==> config.mk <==
export PLATFORM = sky130hd
export DESIGN_NAME = demux_in_flat
export DESIGN_NICKNAME = d
export VERILOG_FILES = /design/src/rtl/npu_pkg.sv /design/src/rtl/demux_in_if.sv /design/src/rtl/demux_in_buf.sv /design/src/rtl/demux_in.sv /design/src/flat_wrapper.sv
export SDC_FILE = /design/constraint.sdc
export NUM_CORES = 1
export LEC_CHECK = 0
export BUFFER_PORTS_ARGS = -buffer_cell sky130_fd_sc_hd__buf_4
export CORE_UTILIZATION = 55
export CTS_CLUSTER_DIAMETER = 80
export DETAILED_ROUTE_END_ITERATION = 6
export MAX_ROUTING_LAYER = met4
export PLACE_DENSITY = 0.76
export SYNTH_ARGS = -nofsm -noshare
export SYNTH_HDL_FRONTEND = slang
export SYNTH_SLANG_ARGS = --single-unit
==> constraint.sdc <==
create_clock -name CLKEXT -period 2.8 [get_ports CLKEXT]
set_input_delay 0.28 -clock CLKEXT [delete_from_list [all_inputs] [get_ports CLKEXT]]
set_output_delay 0.28 -clock CLKEXT [all_outputs]
set_load 0.005 [all_outputs]
==> src/rtl/npu_pkg.sv <==
`default_nettype none
// ============================================================================
// Module      : npu_pkg
// Description : Shared NPU definitions: destination select codes, demux_in
//               FSM encoding and header field widths.
// Revision    : 1.0 - initial release
// ============================================================================
package npu_pkg;

    localparam int NUM_DST   = 5;
    localparam int HDR_LEN_W = 5;

    localparam logic [2:0] SEL_FIFO = 3'd0;
    localparam logic [2:0] SEL_SIPO = 3'd1;
    localparam logic [2:0] SEL_CMP  = 3'd2;
    localparam logic [2:0] SEL_RELU = 3'd3;
    localparam logic [2:0] SEL_MAC  = 3'd4;

    typedef enum logic [1:0] {
        ST_IDLE    = 2'd0,
        ST_PAYLOAD = 2'd1,
        ST_DISCARD = 2'd2
    } state_t;

    function automatic logic sel_is_valid(input logic [2:0] sel);
        return (sel <= SEL_MAC);
    endfunction

endpackage
`default_nettype wire

==> src/rtl/demux_in_if.sv <==
`default_nettype none
// ============================================================================
// Module      : demux_in_if
// Description : Host-side byte stream and per-destination handshake bundle.
// Revision    : 1.0 - initial release
// ============================================================================
interface demux_in_if;
    import npu_pkg::*;

    logic [7:0]         D_IN;
    logic               WR_EN;
    logic               BUSY;
    logic [7:0]         dst_data;
    logic [NUM_DST-1:0] dst_valid;
    logic [NUM_DST-1:0] dst_ready;
    logic               FRAME_DONE;
    logic               ERR;

    modport master (
        output D_IN, WR_EN, dst_ready,
        input  BUSY, dst_data, dst_valid, FRAME_DONE, ERR
    );

    modport slave (
        input  D_IN, WR_EN, dst_ready,
        output BUSY, dst_data, dst_valid, FRAME_DONE, ERR
    );
endinterface
`default_nettype wire

==> src/rtl/demux_in_buf.sv <==
`default_nettype none
// ============================================================================
// Module      : demux_in_buf
// Description : Circular buffer of DEPTH entries holding a payload byte and a
//               3-bit destination tag; head entry is presented combinationally.
// Revision    : 1.0 - initial release
// ============================================================================
module demux_in_buf #(
    parameter int DEPTH = 2
) (
    input  wire logic       clk,
    input  wire logic       rst,
    input  wire logic       push,
    input  wire logic [7:0] push_data,
    input  wire logic [2:0] push_tag,
    input  wire logic       pop,
    output logic            full,
    output logic            empty,
    output logic [7:0]      head_data,
    output logic [2:0]      head_tag
);
    localparam int                c_PTR_W    = $clog2(DEPTH);
    localparam logic [c_PTR_W:0]  c_FULL_CNT = DEPTH[c_PTR_W:0];
    localparam logic [c_PTR_W:0]  c_CNT_ONE  = (c_PTR_W+1)'(1);
    localparam logic [c_PTR_W-1:0] c_PTR_ONE = c_PTR_W'(1);

    logic [7:0]         r_data [DEPTH];
    logic [2:0]         r_tag  [DEPTH];
    logic [c_PTR_W-1:0] r_wr_ptr;
    logic [c_PTR_W-1:0] r_rd_ptr;
    logic [c_PTR_W:0]   r_count;
    logic [7:0]         r_last;

    always_ff @(posedge clk or posedge rst) begin
        if (rst) begin
            for (int i = 0; i < DEPTH; i++) begin
                r_data[i] <= '0;
                r_tag[i]  <= '0;
            end
            r_wr_ptr <= '0;
            r_rd_ptr <= '0;
            r_count  <= '0;
            r_last   <= '0;
        end else begin
            if (push) begin
                r_data[r_wr_ptr] <= push_data;
                r_tag[r_wr_ptr]  <= push_tag;
                r_wr_ptr         <= r_wr_ptr + c_PTR_ONE;
            end
            // Remember the departing byte so dst_data holds it once empty
            if (pop) begin
                r_last   <= r_data[r_rd_ptr];
                r_rd_ptr <= r_rd_ptr + c_PTR_ONE;
            end
            case ({push, pop})
                2'b10:   r_count <= r_count + c_CNT_ONE;
                2'b01:   r_count <= r_count - c_CNT_ONE;
                default: r_count <= r_count;
            endcase
        end
    end

    assign full      = (r_count == c_FULL_CNT);
    assign empty     = (r_count == '0);
    assign head_data = empty ? r_last : r_data[r_rd_ptr];
    assign head_tag  = r_tag[r_rd_ptr];

endmodule
`default_nettype wire

==> src/rtl/demux_in.sv <==
`default_nettype none
// ============================================================================
// Module      : demux_in
// Description : Framed host byte stream demultiplexer to five NPU units.
//               Optional frame-abort timeout enabled by DEMUX_IN_TIMEOUT_EN.
// Revision    : 1.0 - initial release
// ============================================================================
module demux_in
    import npu_pkg::*;
#(
    parameter int DEPTH       = 2,
    parameter int TIMEOUT_CYC = 255
) (
    input  wire logic CLKEXT,
    input  wire logic RST_GLO,
    demux_in_if.slave bus
);
    localparam logic [HDR_LEN_W:0] c_REM_ONE = (HDR_LEN_W+1)'(1);

    state_t               r_state, w_state_nxt;
    logic [2:0]           r_sel, w_sel_nxt;
    logic [HDR_LEN_W:0]   r_rem, w_rem_nxt;
    logic                 r_frame_done, w_frame_done_nxt;
    logic                 r_err, w_err_nxt;
    logic                 w_accept;
    logic                 w_push;
    logic                 w_pop;
    logic                 w_full;
    logic                 w_empty;
    logic                 w_timeout;
    logic [7:0]           w_head_data;
    logic [2:0]           w_head_tag;
    logic [NUM_DST-1:0]   w_valid;

    assign w_accept = bus.WR_EN && !w_full;

`ifdef DEMUX_IN_TIMEOUT_EN
    localparam int                c_TO_W   = $clog2(TIMEOUT_CYC + 1);
    localparam logic [c_TO_W-1:0] c_TO_END = c_TO_W'(TIMEOUT_CYC - 1);

    logic [c_TO_W-1:0] r_idle;

    // Fires on the TIMEOUT_CYC-th consecutive idle cycle inside a frame
    assign w_timeout = (r_state != ST_IDLE) && !w_accept && (r_idle == c_TO_END);

    always_ff @(posedge CLKEXT or posedge RST_GLO) begin
        if (RST_GLO) begin
            r_idle <= '0;
        end else if ((r_state == ST_IDLE) || w_accept || w_timeout) begin
            r_idle <= '0;
        end else begin
            r_idle <= r_idle + c_TO_W'(1);
        end
    end
`else
    logic w_unused_timeout;
    assign w_unused_timeout = (TIMEOUT_CYC != 0);
    assign w_timeout        = 1'b0;
`endif

    always_ff @(posedge CLKEXT or posedge RST_GLO) begin
        if (RST_GLO) begin
            r_state      <= ST_IDLE;
            r_sel        <= '0;
            r_rem        <= '0;
            r_frame_done <= 1'b0;
            r_err        <= 1'b0;
        end else begin
            r_state      <= w_state_nxt;
            r_sel        <= w_sel_nxt;
            r_rem        <= w_rem_nxt;
            r_frame_done <= w_frame_done_nxt;
            r_err        <= w_err_nxt;
        end
    end

    always_comb begin
        w_state_nxt      = r_state;
        w_sel_nxt        = r_sel;
        w_rem_nxt        = r_rem;
        w_frame_done_nxt = 1'b0;
        w_err_nxt        = r_err;
        w_push           = 1'b0;
        case (r_state)
            ST_IDLE: begin
                if (w_accept) begin
                    w_sel_nxt = bus.D_IN[2:0];
                    w_rem_nxt = {1'b0, bus.D_IN[7:3]} + c_REM_ONE;
                    if (sel_is_valid(bus.D_IN[2:0])) begin
                        w_state_nxt = ST_PAYLOAD;
                    end else begin
                        w_state_nxt = ST_DISCARD;
                        w_err_nxt   = 1'b1;
                    end
                end
            end
            ST_PAYLOAD: begin
                if (w_accept) begin
                    w_push    = 1'b1;
                    w_rem_nxt = r_rem - c_REM_ONE;
                    if (r_rem == c_REM_ONE) begin
                        w_state_nxt      = ST_IDLE;
                        w_frame_done_nxt = 1'b1;
                    end
                end else if (w_timeout) begin
                    w_state_nxt = ST_IDLE;
                    w_err_nxt   = 1'b1;
                end
            end
            ST_DISCARD: begin
                if (w_accept) begin
                    w_rem_nxt = r_rem - c_REM_ONE;
                    if (r_rem == c_REM_ONE) begin
                        w_state_nxt = ST_IDLE;
                    end
                end else if (w_timeout) begin
                    w_state_nxt = ST_IDLE;
                    w_err_nxt   = 1'b1;
                end
            end
            default: w_state_nxt = ST_IDLE;
        endcase
    end

    demux_in_buf #(
        .DEPTH (DEPTH)
    ) u_buf (
        .clk       (CLKEXT),
        .rst       (RST_GLO),
        .push      (w_push),
        .push_data (bus.D_IN),
        .push_tag  (r_sel),
        .pop       (w_pop),
        .full      (w_full),
        .empty     (w_empty),
        .head_data (w_head_data),
        .head_tag  (w_head_tag)
    );

    assign w_valid        = w_empty ? '0 : (NUM_DST'(1) << w_head_tag);
    assign w_pop          = |(w_valid & bus.dst_ready);

    assign bus.BUSY       = w_full;
    assign bus.dst_data   = w_head_data;
    assign bus.dst_valid  = w_valid;
    assign bus.FRAME_DONE = r_frame_done;
    assign bus.ERR        = r_err;

endmodule
`default_nettype wire

==> src/flat_wrapper.sv <==
// flat-port wrapper written by rule: the top's interface ports become plain ports
module demux_in_flat import npu_pkg::*;
#(
    parameter int DEPTH       = 2,
    parameter int TIMEOUT_CYC = 255
)
  (CLKEXT, RST_GLO, bus_D_IN, bus_WR_EN, bus_dst_ready, bus_BUSY, bus_dst_data, bus_dst_valid, bus_FRAME_DONE, bus_ERR);
  demux_in_if bus_i ();
  input  wire logic CLKEXT;
  input  wire logic RST_GLO;
  input wire logic [$bits(bus_i.D_IN)-1:0] bus_D_IN;
  input wire logic [$bits(bus_i.WR_EN)-1:0] bus_WR_EN;
  input wire logic [$bits(bus_i.dst_ready)-1:0] bus_dst_ready;
  output wire logic [$bits(bus_i.BUSY)-1:0] bus_BUSY;
  output wire logic [$bits(bus_i.dst_data)-1:0] bus_dst_data;
  output wire logic [$bits(bus_i.dst_valid)-1:0] bus_dst_valid;
  output wire logic [$bits(bus_i.FRAME_DONE)-1:0] bus_FRAME_DONE;
  output wire logic [$bits(bus_i.ERR)-1:0] bus_ERR;
  assign bus_i.D_IN = bus_D_IN;
  assign bus_i.WR_EN = bus_WR_EN;
  assign bus_i.dst_ready = bus_dst_ready;
  assign bus_BUSY = bus_i.BUSY;
  assign bus_dst_data = bus_i.dst_data;
  assign bus_dst_valid = bus_i.dst_valid;
  assign bus_FRAME_DONE = bus_i.FRAME_DONE;
  assign bus_ERR = bus_i.ERR;
  demux_in #(.DEPTH(DEPTH), .TIMEOUT_CYC(TIMEOUT_CYC)) u_core (.CLKEXT(CLKEXT), .RST_GLO(RST_GLO), .bus(bus_i));
endmodule
=== Yosys cells after proc, flatten, opt, wreduce, memory -nomap -nowiden ===
Cells that the tools add are included.

* Latch bits: 0
* RAM bits: 0
* Flip-flop bits (word level): 47
* Word-level logic and storage cells: 78
* Bits in read-only memories: 0
* Memories: 0
* Output and inout bits: 16

* Order comparisons: 4
* Multiply operators: 0
* Muxes and demuxes: 28
* Bitwise operators: 4
* Shift-type cells: 1
* Reductions and logical operators: 13
* $add $sub $neg: 6
* Div/mod/pow operators: 0
* Equal/unequal tests: 9

{| class="wikitable"
|+ Operators with widths
! operator !! number
|-
| two-way mux 8 bit || 5
|-
| bitwise mux 16 bit || 1
|-
| two-way mux 3 bit || 4
|-
| two-way mux 6 bit || 2
|-
| case mux 6 bit (2 select lines) || 1
|-
| AND reduction 3 bit || 3
|-
| demux 8 bit (select 1 bit) || 1
|-
| two-way mux 2 bit || 4
|-
| case mux 2 bit (2 select lines) || 2
|-
| adder 5 x 1 -> 6 bit (second input constant) || 1
|-
| bitwise mux 6 bit || 1
|-
| equality test 2 bit (second input constant) || 3
|-
| equality test 6 x 1 -> 1 bit (second input constant) || 1
|-
| inequality test 2 x 1 -> 1 bit (second input constant) || 3
|-
| subtractor 6 x 1 -> 6 bit (second input constant) || 1
|-
| bitwise AND 5 bit || 1
|-
| two-way mux 1 bit || 5
|-
| two-way mux 5 bit || 1
|-
| OR reduction 5 bit || 1
|-
| << shifter 1 x 3 -> 5 bit (first input constant) || 1
|-
| equality test 2 x 1 -> 1 bit (second input constant) || 2
|-
| greater-or-equal comparator 2 bit (second input constant) || 2
|-
| zero test 2 bit || 2
|-
| inverter 1 -> 2 bit || 2
|-
| other kinds (12) || 15
|}

=== Depth between registers and ports, before layout ===
Gate-level depths: netlist of run 1.

* Depth after elaboration: 10
* Gate-level depth with buffers: 10
* Gate-level depth less buffers: 8

=== Cells and area by module ===
From an unflattened synthesis of run 1, not the netlist that was laid out.

* Cells, all modules: 211
* Area total of the unflattened synthesis: 2423.6 sq um

{| class="wikitable"
|+ By module, submodules not included
! module !! cells each !! area each (sq um) !! times used
|-
| demux_in_buf || 120 || 1551.5 || 1
|-
| demux_in || 91 || 872.1 || 1
|}

=== Worst setup path after synthesis of run 1 ===
OpenSTA, ideal clock, no wires.

* Path kind: flip-flop to flip-flop
* From: register u_core.u_buf.r_rd_ptr
* To: register u_core.u_buf.r_count[1]
* Path slack: 772 ps
* Arrival time: 1948 ps
* Buffers on the path: 2
* Cell stages (with the launch flop): 10
* Cell sequence: dfrtp_1 buf_6 mux2i_4 mux2i_1 nor2_1 a211o_1 buf_6 ha_1 nor2_1 xor2_1

* Longest elaborated chain between the ends: 10

{| class="wikitable"
|+ RTL lines
! what !! line !! RTL
|-
| from (decl) || demux_in_buf.sv:30 || <nowiki>logic [c_PTR_W-1:0] r_rd_ptr;</nowiki>
|-
| from (signal assigned) || demux_in_buf.sv:53 || <nowiki>r_rd_ptr <= r_rd_ptr + c_PTR_ONE;</nowiki>
|-
| inverter 1 -> 2 bit (not written as such) (*) || demux_in_buf.sv:66 || <nowiki>assign head_tag = r_tag[r_rd_ptr];</nowiki>
|-
| two-way mux 3 bit (not written as such) (*) (3 in series) || demux_in_buf.sv:66 ||
|-
| << shifter 1 x 3 -> 5 bit (*) || demux_in.sv:140 || <nowiki>assign w_valid = w_empty ? '0 : (NUM_DST'(1) << w_head_tag);</nowiki>
|-
| two-way mux 5 bit (*) || demux_in.sv:140 ||
|-
| bitwise AND 5 bit (*) || demux_in.sv:141 || <nowiki>assign w_pop = |(w_valid & bus.dst_ready);</nowiki>
|-
| OR reduction 5 bit (*) || demux_in.sv:141 ||
|-
| equality test 2 x 1 -> 1 bit or equality test 2 bit (tied branches) || demux_in_buf.sv:55 || <nowiki>case ({push, pop})</nowiki>
|-
| case mux 2 bit (2 select lines) or nonzero test 2 bit (tied branches) || -- ||
|-
| to (signal assigned) || demux_in_buf.sv:56 || <nowiki>2'b10: r_count <= r_count + c_CNT_ONE;</nowiki>
|-
| to (signal assigned) || demux_in_buf.sv:57 || <nowiki>2'b01: r_count <= r_count - c_CNT_ONE;</nowiki>
|-
| to (signal assigned) || demux_in_buf.sv:58 || <nowiki>default: r_count <= r_count;</nowiki>
|-
| to (decl) || demux_in_buf.sv:31 || <nowiki>logic [c_PTR_W:0] r_count;</nowiki>
|}

Mark *: on every way between the ends. The rest lies on a longest branch, timed or not. The select of a mux whose other input is x is not followed.
A chain may end at the register's enable or synchronous reset.

=== Worst setup path after layout of run 1 ===
Ends and elaborated chain as after synthesis.

==> flow_summary.yaml, run 1 <==
outcome:
  outcome: "finished clean"
worst_hold_path:
  holdCritPathClass: "in -> async"
synthesis:
  synthTopCellsByCount: "47 x dfrtp_1, 28 x mux2_1, 27 x nor2_1"
  synth.most_common_cell: "dfrtp_1"
  synthDistinctLibCells: 41
  post_synth_instance_area_sq_um: 2454
  synth_nets: 243
  ys.warnings.count: 0
  synth_edf_count: 0
  ys_ff_latch: 47
  synth_top_area_share_pct: 47.93
  ys.flop_type: "dfrtp_1"
  yosysTopAreaCell: "dfrtp_1"
  syn_area_per_cell_sq_um: 11.15
  syn_inst: 220
  synth_async_sr_flop_share_pct: 100.0
  synth-seq-area-share_pct: 47.93
  synth_area_leaders: "dfrtp_1 48%, mux2_1 13%, mux2i_1 4.9%"
critical_path:
  path_cells: "mux2i_4 -> mux2i_1 -> nor2_1 -> a211o_1 -> ha_1 -> nor2_1 -> xor2_1"
  r2r_cells: 7
  cp_top_family: "flip-flops"
  reg2reg_from: "u_core.u_buf.r_rd_ptr$_DFFE_PP0N_"
  cp_slowest_stage_delay_ns: 0.57
  worstSetupPathType: "reg -> reg"
  crit_buf_inv: 0
  r2r_slack_ns: 0.64
  timing.rr.end: "u_core.u_buf.r_count[1]$_DFFE_PP0P_"
  cp_slowest_cell: "dfrtp_1"
  end_kind: "register"
  critPathRequiredTime_ns: 3.04
  crit_path_start_kind: "register"
  crit_fanout: 6
  crit_start: "u_core.u_buf.r_rd_ptr$_DFFE_PP0N_"
  path_common_cell: "nor2_1"
  crit_arrival_ns: 2.39
clocking:
  clkSinkCount: 47
  post_cts.repair.setup_buffers: 0
  clk_latency_ns: 0.30
  h-tree-depth: 2
  cts_tree: "yes"
  cts_resized: 0
  hold_buffers: 0
  cts_buffer_depth: 2
  cts-root-buf: "clkbuf_8"
  clk_pin_slew_worst_paths_ns: 0.09
  cts_made_buffers: 5
route:
  vias_per_cell: 5.477
  drtIter0Drc: 92
  wire_per_inst_microns: 14.85
  drtPass1Iterations: 4
  antenna_left: 0
  vias: 1665
  totalWireLength_mm: 4.515
  route.detailed.drc: 0
sta:
  clock-skew-final_ns: 0.009016
  maxSlewHeadroom_pct: 42.91
  rsz0062_at_grt: "false"
  hold_viol: 0
  setup_viol: 0
  setup_tns_ns: 0
  worst_pin_slew_ns: 0.8511
  max_freq_mhz: 464.0
  hold_ws_ns: 0.04221
  period_share_pct: 76.97
  maxSlewViolCount: 0
  fin_crit_ns: 2.155
layout:
  fin_nets: 276
  multi_input_area_sq_um: 1167
  syn2layout_area_growth_pct: 14.94
  layout-drive-gt1-share_pct: 21.26
  seqCellArea_sq_um: 1176
  nFillCells: 337
  final_core_util_pct: 68.06
  diodes: 0
power_and_ir_drop:
  ir_drop_mv: 0.5976
  power_mw: 3.512
  p_per_area_nw_per_um2: 1245
  leakage_nw: 1.337
grt:
  antenna_found_initial: 0
  grt-ovfl-total: 0
  grt_max_degree: 25
  first_global_vias: 1575
  track_usage_pct: 22.53
  grt_pass1_wl_mm: 7.300
placed_design:
  port_buffers: 31
  dp_hpwl_mm: 3.288
  gp_congestion: 0.8268
die:
  die_x_microns: 68.79
  start_util_pct: 59.21
  num_io_pins: 32
  core_sq_um: 4144
  dieHeight_microns: 68.79
  die_area_sq_um: 4732
  rows: 23
job:
  maxCapViolations: 0
==> final cells by class <==
class,instances,area share [%]
Clock buffer,7,3.061
Inverter,13,1.730
Tap cell,50,2.218
Timing Repair Buffer,36,9.583
Clock inverter,1,0.3106
Multi-Input combinational cell,150,41.39
Sequential cell,47,41.70
==> placed cells by master, fill, tap and decap left out, drive strengths merged <==
cell type / synthesis / routed
a211o: 1 / 1
a211oi: 2 / 2
a21o: 1 / 1
a21oi: 11 / 11
a221o: 1 / 1
a22o: 1 / 1
a31oi: 2 / 2
and2: 1 / 1
buf: 7 / 36
clkbuf: 3 / 7
clkinv: 0 / 2
dfrtp: 47 / 47
ha: 7 / 7
inv: 13 / 12
mux2: 32 / 32
mux2i: 14 / 14
nand2: 13 / 13
nand2b: 1 / 1
nand3: 5 / 5
nand3b: 3 / 3
nor2: 27 / 27
nor2b: 1 / 1
nor3: 4 / 4
nor4: 1 / 1
o21ai: 3 / 3
o21bai: 2 / 2
o22a: 4 / 4
o311ai: 1 / 1
or2: 3 / 3
or3: 2 / 2
xnor2: 4 / 4
xor2: 3 / 3
==> state kept, by name, summed over array words and instances, names as in the netlist <==
name and flops:
u_core.u_buf.r_wr_ptr 1, u_core.r_rem 6, u_core.u_buf.r_data 16, u_core.bus.FRAME_DONE 1, u_core.u_buf.r_tag 6, u_core.bus.ERR 1
u_core.r_sel 3, u_core.u_buf.r_rd_ptr 1, u_core.r_state 2, u_core.u_buf.r_count 2, u_core.u_buf.r_last 8
==> stage by stage <==
step	instance area, sq um	std cells	worst slack (ns)
after CTS	2820	304	0.6320
after global routing	2820	304	0.5183
after detailed placement	2725	296	0.6592
after floorplan	2454	220	0.7725
final	2820	304	0.6448
after global placement	2725	296	0.6943
==> where the power goes <==
| group | leakage, nW | total (mW) | switching (mW) | internal (mW) |
|---|---|---|---|---|
| registers | 0.571 | 1.27 | 0.255 | 1.01 |
| logic | 0.718 | 1.81 | 0.857 | 0.953 |
| clock network | 0.0484 | 0.433 | 0.230 | 0.203 |
==> how the worst max path moves through the flow <==
| stage | to | slack (ns) | cells past startpoint |
|---|---|---|---|
| 2_1_floorplan | u_core.u_buf.r_count[1]$_DFFE_PP0P_ | 0.77 | 9 |
| 3_3_place_gp | u_core.u_buf.r_count[1]$_DFFE_PP0P_ | 0.69 | 7 |
| 3_5_place_dp | u_core.u_buf.r_count[1]$_DFFE_PP0P_ | 0.66 | 8 |
| 4_1_cts | u_core.u_buf.r_count[1]$_DFFE_PP0P_ | 0.63 | 7 |
| 5_1_grt | u_core.u_buf.r_count[1]$_DFFE_PP0P_ | 0.52 | 8 |
| 6_report | u_core.u_buf.r_count[1]$_DFFE_PP0P_ | 0.64 | 7 |
==> layer usage <==
metal  global-route usage (%)  vias to the layer above  share of wire (%)
met2                    34.31                       39                 46
met5                        -                        -                  0
met3                    5.428                       10                4.1
li1                         -                      819                  -
met4                    8.929                        0                2.1
met1                    29.06                      797                 47
==> kinds of logic after synthesis <==
family | count (synthesis) | synth area share (%)
and+or+nand+nor | 61 | 11.53
DFF | 47 | 47.93
muxes | 46 | 22.03
AOI/OAI and AO/OA | 29 | 7.955
buffers and inverters | 23 | 4.488
xor gates and xnor gates | 7 | 2.499
adders and majority gates | 7 | 3.569
(Power assumes the default switching activity.)
==> run 2, diff against run 1 <==
- clock period: 2.8 -> 2 ns (I/O delays scaled with it)
==> flow_summary.yaml, run 2 (synthesis results as in run 1) <==
power_and_ir_drop:
  power_mw: 5.215
  leakage_nw: 1.415
  p_per_area_nw_per_um2: 1754
  ir_drop_mv: 0.9066
worst_hold_path:
  min_from: "bus_D_IN[3]"
  holdCritPathClass: "in -> reg"
  hold_end: "u_core.r_rem[0]$_DFFE_PP0P_"
  whs_path_depth: 2
route:
  wl_met3_microns: 209
  antenna_left: 0
  vias: 1737
  route.detailed.drc: 0
  totalWireLength_mm: 4.745
  wl_met2_mm: 2.350
  vias_per_cell: 5.514
  drtIter0Drc: 104
  met1_length_mm: 2.119
  drtPass1Iterations: 4
  wire_per_inst_microns: 15.06
  highest_layer: "met4"
die:
  core_sq_um: 4144
  die_area_sq_um: 4732
  dieHeight_microns: 68.79
  start_util_pct: 59.21
  die_x_microns: 68.79
  rows: 23
  num_io_pins: 32
grt:
  track_usage_pct: 23.68
  grt-ovfl-total: 0
  grt_pass1_wl_mm: 7.859
  antenna_found_initial: 0
  first_global_vias: 1732
  grt_max_degree: 28
critical_path:
  crit_fanout: 4
  worstSetupPathType: "reg -> reg"
  critPathRequiredTime_ns: 2.23
  crit_arrival_ns: 2.27
  end_kind: "register"
  reg2reg_from: "u_core.u_buf.r_rd_ptr$_DFFE_PP0N_"
  r2r_cells: 9
  r2r_slack_ns: -0.05
  crit_path_start_kind: "register"
  timing.rr.end: "u_core.u_buf.r_count[1]$_DFFE_PP0P_"
clocking:
  cts_made_buffers: 5
  cts-root-buf: "clkbuf_8"
  clk_pin_slew_worst_paths_ns: 0.09
  clk_latency_ns: 0.30
  cts_buffer_depth: 2
  h-tree-depth: 2
  cts_tree: "yes"
  clkSinkCount: 47
sta:
  rsz0062_at_grt: "true"
  period_share_pct: 102.3
  final.setup.worst_slack_ns: -0.04657
  maxSlewHeadroom_pct: 48.00
  setup_viol: 4
  clock-skew-final_ns: 0.01281
  max_freq_mhz: 488.6
  maxSlewViolCount: 0
  hold_viol: 0
  hold_ws_ns: 0.1488
  fin_crit_ns: 2.047
  worst_pin_slew_ns: 0.7752
placed_design:
  port_buffers: 31
  dp_hpwl_mm: 3.483
  dp_slack_ns: -0.07857
  gp_congestion: 0.7644
layout:
  multi_input_area_sq_um: 1187
  syn2layout_area_growth_pct: 21.16
  largest_reg_flops: 16
  layout-drive-gt1-share_pct: 27.17
  final_common_cell: "dfrtp_1"
  regMostFlops: "u_core.u_buf.r_data"
  fin_nets: 287
  largestRegisters: "u_core.u_buf.r_data (16), u_core.u_buf.r_last (8)"
  diodes: 0
  seqCellArea_sq_um: 1177
  mostFrequentLayoutCells: "46 x dfrtp_1, 40 x buf_4, 27 x mux2_1"
  nFillCells: 314
job:
  maxCapViolations: 0
outcome:
  outcome: "finished with violations"
  violations: "setup timing"
[run 2: cell count changes in the layout (fill, tap and decap cells not counted), sizes merged]
cell / before / now
buf: 36 / 46
clkinv: 2 / 4
clkbuf: 7 / 5
dlygate4sd3: 0 / 1
[run 2: report_power, final]
part	switching, mW	internal [mW]	total [mW]
logic	1.32	1.58	2.90
registers	0.342	1.42	1.77
clock network	0.310	0.240	0.549
[run 2: worst max-delay path, stage by stage (launching register included)]
cell and delay [ns]:
dfrtp_2 0.47, buf_4 0.15, mux2_4 0.31, nand3_2 0.09, nor2_1 0.05, a211o_1 0.30
ha_2 0.20, xnor2_2 0.13, nor2_1 0.13, xor2_1 0.15
[run 2: worst max-delay path by stage]
stage / startpoint / end / slack (ns) / cells past startpoint
final: u_core.u_buf.r_rd_ptr$_DFFE_PP0N_ / u_core.u_buf.r_count[1]$_DFFE_PP0P_ / -0.05 / 9
after detailed placement: u_core.u_buf.r_rd_ptr$_DFFE_PP0N_ / u_core.u_buf.r_count[1]$_DFFE_PP0P_ / -0.08 / 9
after global placement: u_core.u_buf.r_rd_ptr$_DFFE_PP0N_ / u_core.u_buf.r_count[1]$_DFFE_PP0P_ / -0.03 / 9
after floorplan: u_core.u_buf.r_rd_ptr$_DFFE_PP0N_ / u_core.u_buf.r_count[1]$_DFFE_PP0P_ / 0.001 / 10
after global routing: u_core.u_buf.r_rd_ptr$_DFFE_PP0N_ / u_core.u_buf.r_count[1]$_DFFE_PP0P_ / -0.10 / 9
after CTS: u_core.u_buf.r_rd_ptr$_DFFE_PP0N_ / u_core.u_buf.r_count[1]$_DFFE_PP0P_ / -0.003 / 9
[run 2: per-stage QoR]
step | instance area [sq um] | utilization, % | instances | TNS, ns
6_report | 2973 | 71.74 | 315 | -0.05817
5_1_grt | 2973 | 71.74 | 315 | -0.3243
4_1_cts | 2960 | 71.44 | 315 | -0.002574
3_5_place_dp | 2825 | 68.18 | 304 | -0.1796
3_3_place_gp | 2825 | 68.18 | 304 | -0.02543
2_1_floorplan | 2456 | - | 220 | 0
[run 2: layout make-up]
cell class              instances  area share [%]
multi-input cells             150           39.94
flip-flops and latches         47           39.60
repair buffers                 47           13.89
clock buffers                   5           2.315
well taps                      50           2.104
inverters                      13           1.641
clock inverters                 3          0.5051
[run 2: timing repair]
| action | CTS | global route |
|---|---|---|
| hold buffers | 1 | 0 |
| endpoints found under the setup margin | 4 | 8 |
| pin swaps | 4 | 2 |
| resized for setup | 3 | 5 |
| setup buffers | 2 | 0 |
| endpoints found under the hold margin | 20 | 0 |
[run 2: per-layer routing]
layer  track usage, %  vias up
met3            4.276        6
met4            8.418        0
met2            39.83       48
met5                -        -
met1            28.60      845
li1                 -      838
==> run 3, diff against run 2 <==
- PLACE_DENSITY: 0.76 -> 0.75
==> flow_summary.yaml, run 3 (synthesis results as in run 1) <==
placed_design:
  dp_slack_ns: -0.02489
  gp_congestion: 0.7934
  placed_cell_area_sq_um: 2813
  dp_hpwl_mm: 3.412
  port_buffers: 31
  dp.cells: 304
grt:
  grt_pass1_wl_mm: 7.672
  grt_max_degree: 48
  grt-ovfl-total: 0
  antenna_found_initial: 0
  first_global_vias: 1643
  track_usage_pct: 23.30
critical_path:
  path_common_cell: "nor2_1"
  crit_fanout: 4
  end_kind: "register"
  worstSetupPathType: "reg -> reg"
  cp_top_family: "flip-flops"
  cp_slowest_stage_delay_ns: 0.46
  crit_buf_inv: 1
  crit_path_start_kind: "register"
  critPathRequiredTime_ns: 2.18
  crit_arrival_ns: 2.13
  cp_slowest_cell: "dfrtp_2"
  path_cells: "buf_6 -> mux2_4 -> nand3_2 -> nor2_1 -> a211o_1 -> ha_2 -> nor2_1 -> xor2_1"
power_and_ir_drop:
  ir_drop_mv: 1.080
  p_switching_mw: 1.928
  p_sw_share_pct: 37.09
  p_comb_share_pct: 54.0
  seqPwrFrac_pct: 34.1
  power.share.clock_pct: 11.9
  intPower_mw: 3.270
  p_per_area_nw_per_um2: 1770
  leakage_nw: 1.402
clocking:
  cts_made_buffers: 5
  clk_latency_ns: 0.29
  h-tree-depth: 2
  clk_pin_slew_worst_paths_ns: 0.08
  cts-root-buf: "clkbuf_8"
  clkSinkCount: 47
  cts_tree: "yes"
  cts_buffer_depth: 2
sta:
  worst_pin_slew_ns: 0.5685
  rsz0062_at_grt: "true"
  hold_ws_ns: 0.04660
  fin_crit_ns: 1.944
  clock-skew-final_ns: 0.006477
  max_freq_mhz: 514.4
  setup_viol: 0
  final.setup.worst_slack_ns: 0.05588
  maxSlewViolCount: 0
  period_share_pct: 97.21
  hold_viol: 0
  maxSlewHeadroom_pct: 62.10
layout:
  final_area_sq_um: 2937
  layout-drive-gt1-share_pct: 25.48
  fin_nets: 285
  mostFrequentLayoutCells: "46 x dfrtp_1, 41 x buf_4, 28 x mux2_1"
  diodes: 0
  final_core_util_pct: 70.86
  largestRegisters: "u_core.u_buf.r_data (16), u_core.u_buf.r_last (8)"
  finalNonFillerCells: 313
  largest_reg_flops: 16
  regMostFlops: "u_core.u_buf.r_data"
  syn2layout_area_growth_pct: 19.68
  final_common_cell: "dfrtp_1"
die:
  rows: 23
  core_sq_um: 4144
  start_util_pct: 59.21
  die_area_sq_um: 4732
  num_io_pins: 32
  die_x_microns: 68.79
  dieHeight_microns: 68.79
route:
  drtIter0Drc: 56
  antenna_left: 0
  drtPass1Iterations: 4
  route.detailed.drc: 0
  vias: 1689
  totalWireLength_mm: 4.671
  wire_per_inst_microns: 14.92
  vias_per_cell: 5.396
job:
  maxCapViolations: 0
outcome:
  outcome: "finished clean"
worst_hold_path:
  holdCritPathClass: "in -> async"
run 3: routing by layer:
| metal | track usage, % | vias up | wire, microns |
|---|---|---|---|
| met4 | 7.653 | 0 | 74 |
| met3 | 4.934 | 6 | 201 |
| met2 | 36.40 | 43 | 2184 |
| li1 | - | 835 | - |
| met1 | 30.35 | 805 | 2210 |
| met5 | - | - | 0 |
run 3: path summary, 6_finish.rpt:
path	startpoint	endpoint	slack, ns	cells past startpoint
worst max-delay path	u_core.u_buf.r_rd_ptr$_DFFE_PP0N_	u_core.u_buf.r_count[1]$_DFFE_PP0P_	0.06	8
worst min-delay path	RST_GLO	u_core.bus.FRAME_DONE$_DFF_PP0_	0.05	3
worst max register to register	u_core.u_buf.r_rd_ptr$_DFFE_PP0N_	u_core.u_buf.r_count[1]$_DFFE_PP0P_	0.06	8
worst min register to register	u_core.bus.ERR$_DFFE_PP0P_	u_core.bus.ERR$_DFFE_PP0P_	0.49	1
max in group asynchronous	RST_GLO	u_core.u_buf.r_rd_ptr$_DFFE_PP0N_	1.54	3
min in group CLKEXT	bus_D_IN[2]	u_core.r_sel[2]$_DFFE_PP0P_	0.14	2
run 3: repair_timing:
| item | in CTS | in global routing |
|---|---|---|
| resized for setup | 1 | 3 |
| endpoints found under the setup margin | 7 | 7 |
| pin swaps | 0 | 4 |
| hold buffers | 0 | 0 |
| buffers inserted | 0 | 1 |
| gates cloned | 0 | 0 |
run 3: power by group through the flow:
stage / sequential (mW) / combinational [mW] / clock, mW
6_report: 1.77 / 2.81 / 0.619
5_1_grt: 1.83 / 3.12 / 0.666
4_1_cts: 1.76 / 2.76 / 0.637
3_5_place_dp: 1.77 / 2.76 / 0
3_3_place_gp: 1.76 / 2.67 / 0
2_1_floorplan: 1.67 / 1.93 / 0
run 3: through the flow:
step / power [mW] / TNS, ns
after floorplan: 3.601 / 0
after global placement: 4.425 / -0.007535
after detailed placement: 4.535 / -0.02489
after CTS: 5.165 / 0
after global routing: 5.622 / -0.07806
final: 5.198 / 0
run 3: final cells by class:
| class | count | area [sq um] |
|---|---|---|
| fill | 322 | 1207 |
| sequential | 47 | 1177 |
| multi-input combinational | 150 | 1177 |
| timing repair buffer | 45 | 370.4 |
| clock buffer | 8 | 100.1 |
| tap | 50 | 62.56 |
| inverter | 13 | 48.80 |
run 3: worst reg2reg max path: cells and delay by family, from the launching register on:
family,cells,cell delay (ns)
xor+xnor,1,0.15
buf+inv,1,0.15
compound gates,1,0.25
simple gates,3,0.18
flops,1,0.46
mux,1,0.30
fa+ha+maj,1,0.35
